--- config.mk ---
export PLATFORM = sky130hd
export DESIGN_NAME = rounding_pipe
export DESIGN_NICKNAME = d
export VERILOG_FILES = /design/src/rtl/rounding_pipe.sv
export SDC_FILE = /design/constraint.sdc
export NUM_CORES = 1
export LEC_CHECK = 0
export CAP_MARGIN = 10
export CORE_UTILIZATION = 25
export DETAILED_ROUTE_END_ITERATION = 8
export GPL_TIMING_DRIVEN = 0
export RECOVER_POWER = 25
export SKIP_LAST_GASP = 1
export SLEW_MARGIN = 0
export SYNTH_ARGS = -nofsm -noshare
export SYNTH_HDL_FRONTEND = slang
export SYNTH_SLANG_ARGS = --single-unit
--- constraint.sdc ---
create_clock -name clk -period 4.7 [get_ports clk]
set_clock_uncertainty 0.2 [all_clocks]
set_input_delay 0.94 -clock clk [delete_from_list [all_inputs] [get_ports clk]]
set_output_delay 0.94 -clock clk [all_outputs]
set_load 0.05 [all_outputs]
--- src/rtl/rounding_pipe.sv ---
// Two-stage IEEE-754 rounding stage with post-rounding renormalization and valid/ready on both sides.
// Define ROUND_FLAGS_EN to add the out_flags = {overflow, inexact} port and its pipeline registers.
module rounding_pipe #(
    parameter int FRAC_W  = 23,
    parameter int EXP_W   = 10,
    parameter int REM_W   = 27,
    parameter int EXP_MAX = 255
) (
    input  logic                clk,
    input  logic                reset_n,
    input  logic                flush,
    input  logic                in_valid,
    output logic                in_ready,
    input  logic                in_sign,
    input  logic [2:0]          in_rmode,
    input  logic                in_sticky_sel,
    input  logic [EXP_W-1:0]    in_exponent,
    input  logic [2*FRAC_W+2:0] in_fraction,
    input  logic [REM_W-1:0]    in_remainder,
    output logic                out_valid,
    input  logic                out_ready,
    output logic [EXP_W-1:0]    out_exponent,
    output logic [FRAC_W+1:0]   out_fraction
`ifdef ROUND_FLAGS_EN
    ,
    output logic [1:0]          out_flags
`endif
);

    localparam logic [2:0] RM_RTZ = 3'd1;
    localparam logic [2:0] RM_RDN = 3'd2;
    localparam logic [2:0] RM_RUP = 3'd3;
    localparam logic [2:0] RM_RMM = 3'd4;

    logic                r_s1_valid;
    logic                r_s2_valid;
    logic [FRAC_W:0]     r_s1_keep;
    logic [EXP_W-1:0]    r_s1_exp;
    logic                r_s1_incr;
    logic [EXP_W-1:0]    r_s2_exp;
    logic [FRAC_W+1:0]   r_s2_frac;

    logic                w_s1_adv;
    logic                w_s2_adv;
    logic                w_lsb;
    logic                w_guard;
    logic                w_round;
    logic                w_sticky;
    logic                w_inexact;
    logic                w_incr;
    logic [FRAC_W+1:0]   w_rf;
    logic                w_carry;
    logic [FRAC_W+1:0]   w_s2_frac;
    logic [EXP_W-1:0]    w_s2_exp;

    // A stage takes new data when it is empty or its content moves on this edge;
    // a beat transfers on any edge where valid & ready are both high.
    assign w_s2_adv = !r_s2_valid || out_ready;
    assign w_s1_adv = !r_s1_valid || w_s2_adv;
    assign in_ready = w_s1_adv;

    assign w_lsb     = in_fraction[FRAC_W+1];
    assign w_guard   = in_fraction[FRAC_W];
    assign w_round   = in_fraction[FRAC_W-1];
    assign w_sticky  = in_sticky_sel ? (|in_remainder) : (|in_fraction[FRAC_W-2:0]);
    assign w_inexact = w_guard || w_round || w_sticky;

    // Unlisted rounding modes (5-7) fall through to round-to-nearest-even.
    always_comb begin
        w_incr = 1'b0;
        case (in_rmode)
            RM_RTZ:  w_incr = 1'b0;
            RM_RDN:  w_incr = in_sign && w_inexact;
            RM_RUP:  w_incr = !in_sign && w_inexact;
            RM_RMM:  w_incr = w_guard;
            default: w_incr = w_guard && (w_round || w_sticky || w_lsb);
        endcase
    end

    // A carry out of the kept field means the mantissa rolled over to 10.000...
    assign w_rf      = {1'b0, r_s1_keep} + {{(FRAC_W+1){1'b0}}, r_s1_incr};
    assign w_carry   = w_rf[FRAC_W+1];
    assign w_s2_frac = w_carry ? (w_rf >> 1) : w_rf;
    assign w_s2_exp  = r_s1_exp + {{(EXP_W-1){1'b0}}, w_carry};

`ifdef ROUND_FLAGS_EN
    logic       r_s1_inexact;
    logic [1:0] r_s2_flags;
    logic       w_ovf;

    assign w_ovf     = (w_s2_exp >= EXP_W'(EXP_MAX));
    assign out_flags = r_s2_flags;

    always_ff @(posedge clk or negedge reset_n) begin
        if (!reset_n) begin
            r_s1_inexact <= 1'b0;
            r_s2_flags   <= 2'b00;
        end else begin
            if (w_s1_adv && in_valid && !flush)
                r_s1_inexact <= w_inexact;
            if (w_s2_adv && r_s1_valid && !flush)
                r_s2_flags <= {w_ovf, r_s1_inexact};
        end
    end
`endif

    always_ff @(posedge clk or negedge reset_n) begin
        if (!reset_n) begin
            r_s1_valid <= 1'b0;
            r_s2_valid <= 1'b0;
            r_s1_keep  <= '0;
            r_s1_exp   <= '0;
            r_s1_incr  <= 1'b0;
            r_s2_exp   <= '0;
            r_s2_frac  <= '0;
        end else begin
            if (flush) begin
                r_s1_valid <= 1'b0;
                r_s2_valid <= 1'b0;
            end else begin
                if (w_s1_adv)
                    r_s1_valid <= in_valid;
                if (w_s2_adv)
                    r_s2_valid <= r_s1_valid;
            end
            // Data registers only move with a real beat, so out_* holds while empty.
            if (w_s1_adv && in_valid && !flush) begin
                r_s1_keep <= in_fraction[2*FRAC_W+1:FRAC_W+1];
                r_s1_exp  <= in_exponent;
                r_s1_incr <= w_incr;
            end
            if (w_s2_adv && r_s1_valid && !flush) begin
                r_s2_exp  <= w_s2_exp;
                r_s2_frac <= w_s2_frac;
            end
        end
    end

    assign out_valid    = r_s2_valid;
    assign out_exponent = r_s2_exp;
    assign out_fraction = r_s2_frac;

endmodule

# Word-level counts from Yosys, hierarchy flattened
# Cells that the tools add are included.
[word_totals]
register_bits = 72
in_bits = 96
out_inout_bits = 37
elab_cells = 41
[op_classes]
addsub = 2
eq_ne = 4
muxes = 7
reduce_logical = 21
[ops]
columns = ["operator", "n"]
rows = [
  ["$reduce_or A27 Y1", 1],
  ["$add A24 B1 Y25", 1],
  ["$mux W24", 1],
  ["$reduce_or A22 Y1", 1],
  ["$add A10 B1 Y10", 1],
  ["$logic_and A1 B1 Y1", 7],
  ["$eq A3 B2 Y1 const B", 2],
  ["$logic_or A1 B1 Y1", 6],
  ["$mux W1", 5],
  ["$logic_not A1 Y1", 4],
  ["$pmux W1 S4", 1],
  ["$reduce_bool A2 Y1", 2],
  ["$eq A3 B1 Y1 const B", 1],
  ["$eq A3 B3 Y1 const B", 1],
]

# Logic depth before layout (Yosys ltp)
[depth]
depth_word = 6
depth_mapped = 11
mapped_depth_nobuf = 11

# Worst setup path after synthesis
# Ideal clock, no wire load.
[synth_timing]
kind = "input-to-reg"
start = "in out_ready"
end = "reg r_s1_exp[0]"
setup_ps = 125
t_arrival_ps = 2723
required_time_ps = 4375
setup_slack_ps = 1652
path_stages = 6
n_path_buf = 2
path_cell_list = "nor2b_1 > nand2_1 > nand3b_1 > clkbuf_1 > buf_1 > mux2_2"
[synth_between]
elab_chain_cells = 4
[synth_rtl]
columns = ["item", "line_no", "text"]
rows = [
  ["start, declared", "21", "input logic out_ready,"],
  ["$logic_or A1 B1 Y1", "58", "assign w_s2_adv = !r_s2_valid || out_ready;"],
  ["$logic_or A1 B1 Y1", "59", "assign w_s1_adv = !r_s1_valid || w_s2_adv;"],
  ["named net in_ready", "13", "output logic in_ready,"],
  ["$logic_and A1 B1 Y1 (2 in series)", "127", "if (w_s1_adv && in_valid && !flush) begin"],
  ["end signal, assigned", "129", "r_s1_exp <= in_exponent;"],
  ["end, declared", "38", "logic [EXP_W-1:0] r_s1_exp;"],
]
# The timed path passes the listed nets, and every way through them passes these cells.
# A chain may end at the register's enable or synchronous reset.

# Worst setup path in the final report
[layout_timing]
start = "in out_ready"
end = "out in_ready"
[layout_between]
elab_chain_cells = 2
[layout_rtl]
columns = ["item", "line_no"]
rows = [
  ["$logic_or A1 B1 Y1", "58"],
  ["$logic_or A1 B1 Y1", "59"],
  ["end, declared", "13"],
]
# Every way passes these cells.

==> run summary <==
Die footprint = 0.0144 mm²
Leakage power summed over all cells = 2.09 nW
Pwr per Cell Area = 427 mW/mm²
Area Overhead vs Synth = 53.4%
Area of the multi-input gates = 0.00164 mm²
Synth async-reset ratio = 1.00
Net Sw Frac = 0.330
Setup violators final = 0
Setup TNS = 0 ps
GRT Overall Usage = 0.141
Reg2Reg Launch Point = r_s1_keep[6]
Number of enable flip-flop cells after synthesis = 0
Remaining routing DRC violations = 0
Worst supply voltage drop on vdd = 182 µV
Startpoint-to-endpoint class of the critical path = in2out
Post-layout nets = 565
Most area-consuming cells after synthesis = sky130_fd_sc_hd__dfrtp_1 51%, sky130_fd_sc_hd__mux2_2 11%, sky130_fd_sc_hd__nand2_1 5.0%, sky130_fd_sc_hd__xor2_1 4.3%, sky130_fd_sc_hd__xnor2_1 2.8%
Data required time at the worst endpoint = 3560 ps
Share of the synthesized area in the top cell type = 0.510
Hold buffer count at CTS = 0
Total grt overflow = 0
Max_cap viols = 1
Filler-free cell count of the finished design = 646
Number of unique standard cell types used by synthesis = 45
R2R depth = 8
I/O pins = 133
Per-cell via count in the routed design = 4.62
Summed area of non-filler cells in the final layout = 0.00534 mm²
Post-CTS clock slew at the launch and capture registers of the worst setup and hold paths = 60 ps
Pre-antenna DRT Iters = 4
Final clock period utilization by the worst path = 0.767
Layout fillers = 1338
Inserted Diodes = 0
Cell accounting for the most synthesized area = sky130_fd_sc_hd__dfrtp_1
Port-buffer cells = 130
Synthesized flop and latch total = 71
Sequential area share after synthesis = 0.510
Gp weighted congestion = 0.858
Hold path endpoint = out_fraction[1]
Maximum number of pins on one net before global-route repair = 72
Standard-cell row count = 42
Post-DP HPWL = 7.74 mm
Internal power contribution = 1.53 mW
Peak Freq = 277 MHz
Synthesized instance count = 324
Starting Density = 0.260
Portion of total power attributed to sequential cells = 0.362
Number of instances on the worst hold path = 2
Count of nets left with antenna violations after detail routing = 0
Relative max-transition margin = -0.179
CP startpoint kind = input pin
Clock H-tree levels = 3
Tightest Hold Check Type = reg2reg
Transition time of the tightest slew-check pin = 1770 ps
Maximum clock path buffer count = 2
Failing checks = max-capacitance violations, max-slew violations
Fraction of power consumed by combinational cells = 0.302
Synthesized area per cell = 10.7 µm²
Setup slack on the worst flop-to-flop path = 1800 ps
Capturing point of the worst reg2reg path = out_exponent[9]
Area of the core = 0.0134 mm²
Post-CTS setup repair buffer count = 0
Worst endpoint data arrival time = 2460 ps
Setup repair after global routing missed its margin = false
Chip Width = 120 µm
Run status = finished, violations left
Flip-flop cell with the highest count after synthesis = sky130_fd_sc_hd__dfrtp_1
DIE HEIGHT = 120 µm
Worst-path fanout max = 5
Number of gates given a new drive strength after cts = 0
Number of global-route vias before repair = 3149
Clock tree sinks = 71
Routed length per placed instance = 14.9 µm
Layout cells sized above 1 = 0.145
Final wirelength = 9.63 mm
Most common library cells after synthesis = 71 x sky130_fd_sc_hd__dfrtp_1, 46 x sky130_fd_sc_hd__nand2_1, 34 x sky130_fd_sc_hd__mux2_2
CTS tree = yes
CP Capture Type = primary output
Cts bufs inserted = 9
Iteration-0 DRC Markers = 206
Vias after detailed routing = 2983
Final critical delay including setup and external delays = 3600 ps
Post-synthesis instance area = 0.00348 mm²
Syn nets = 424
Start point of the worst hold path = out_fraction[1]
First-pass GRT wire length = 15.5 mm
Inst Count DP = 630
Total placed instance area = 0.00500 mm²
Switching power = 0.753 mW
Pins over their slew limit = 72
Synth warn = 0
Sequential cell area = 0.00178 mm²
Cell at the root of the clock tree = sky130_fd_sc_hd__clkbuf_16
Clk Latency, worst-skew pair = 330 ps
Hold violation total from the final report = 0
Antenna violations before repair = 0
Power share of the clock group = 0.336
Final worst hold slack = 267 ps
Cell with the most instances after synthesis = sky130_fd_sc_hd__dfrtp_1
[per-stage QoR]
stage	power [mW]	util	worst slack, ps
after floorplan	1.23	-	1650
after global placement	1.52	0.373	67.1
after detailed placement	1.53	0.373	1020
after CTS	2.31	0.399	1080
after global routing	2.39	0.399	1010
final	2.28	0.399	1100
[sequential cells by signal (all words and copies together) (netlist names)]
name and cells:
r_s1_exp 10, out_valid 1, r_s1_incr 1, out_fraction 24
r_s1_keep 24, r_s1_valid 1, out_exponent 10
[worst max-delay path, cell delays in order]
cell	delay [ps]
sky130_fd_sc_hd__clkdlybuf4s50_1	400
sky130_fd_sc_hd__nor2b_1	280
sky130_fd_sc_hd__nand2_1	130
sky130_fd_sc_hd__clkdlybuf4s50_1	720
[cells by family (layout without fill, tap and decap cells)]
logic type,count (synthesis),count (layout),share of synthesized area
AOI/OAI and AO/OA,43,43,0.0838
xor gates and xnor gates,28,28,0.0705
adders and majority gates,4,4,0.0144
buffers and inverters,14,160,0.0173
DFF,71,71,0.510
muxes,34,34,0.110
other,1,1,0.00108
and+or+nand+nor,129,129,0.193
[worst max path at each step]
stage                     startpoint               to  slack [ps]  cells after the start
after floorplan            out_ready      r_s1_exp[0]        1650                      6
after global placement       reset_n  out_exponent[2]          70                      1
after global routing       out_ready         in_ready        1010                      4
after CTS                  out_ready         in_ready        1080                      4
after detailed placement   out_ready      r_s1_exp[2]        1020                      7
final                      out_ready         in_ready        1100                      4
[layout by cell type, fill, tap and decap left out, types with 2 or more instances in the layout]
cell / n
sky130_fd_sc_hd__xor2_1: 17
sky130_fd_sc_hd__clkbuf_1: 7
sky130_fd_sc_hd__o31ai_1: 6
sky130_fd_sc_hd__nor2_1: 15
sky130_fd_sc_hd__clkdlybuf4s50_1: 129
sky130_fd_sc_hd__and3_1: 4
sky130_fd_sc_hd__a22o_1: 2
sky130_fd_sc_hd__mux2_2: 34
sky130_fd_sc_hd__a21oi_1: 5
sky130_fd_sc_hd__o221a_2: 5
sky130_fd_sc_hd__buf_2: 3
sky130_fd_sc_hd__nand4_1: 9
sky130_fd_sc_hd__clkbuf_8: 3
sky130_fd_sc_hd__clkbuf_16: 9
sky130_fd_sc_hd__ha_1: 4
sky130_fd_sc_hd__a31oi_1: 3
sky130_fd_sc_hd__bufinv_16: 2
sky130_fd_sc_hd__nor4_1: 15
sky130_fd_sc_hd__xnor2_1: 11
sky130_fd_sc_hd__dfrtp_1: 71
sky130_fd_sc_hd__nand2_1: 46
sky130_fd_sc_hd__nand3_1: 19
sky130_fd_sc_hd__inv_1: 2
sky130_fd_sc_hd__nor2b_1: 2
sky130_fd_sc_hd__o21ai_0: 16
sky130_fd_sc_hd__or2_2: 2
sky130_fd_sc_hd__nor3_1: 2
sky130_fd_sc_hd__and4_1: 3
[routing by layer]
metal | vias to the layer above | track usage | wire length [µm]
met5 | - | 0 | 0
met1 | 1398 | 0.163 | 3950
met4 | 0 | 0.0375 | 96
li1 | 1460 | - | -
met3 | 10 | 0.0437 | 689
met2 | 115 | 0.250 | 4890
[final cells by class]
type                            count  area share
Buffer                             12     0.00984
Tap cell                          176      0.0412
Multi-Input combinational cell    239       0.308
Timing Repair Buffer              130       0.243
Sequential cell                    71       0.333
Clock inverter                      4      0.0143
Inverter                            2     0.00141
Clock buffer                       12      0.0499
[power groups by stage]
stage	logic [mW]	clock network, mW	registers (mW)
finish	0.690	0.765	0.826
global route	0.733	0.818	0.844
CTS	0.699	0.787	0.827
detailed placement	0.699	0	0.836
global placement	0.691	0	0.831
floorplan	0.175	0	1.06
(Power assumes the default switching activity.)
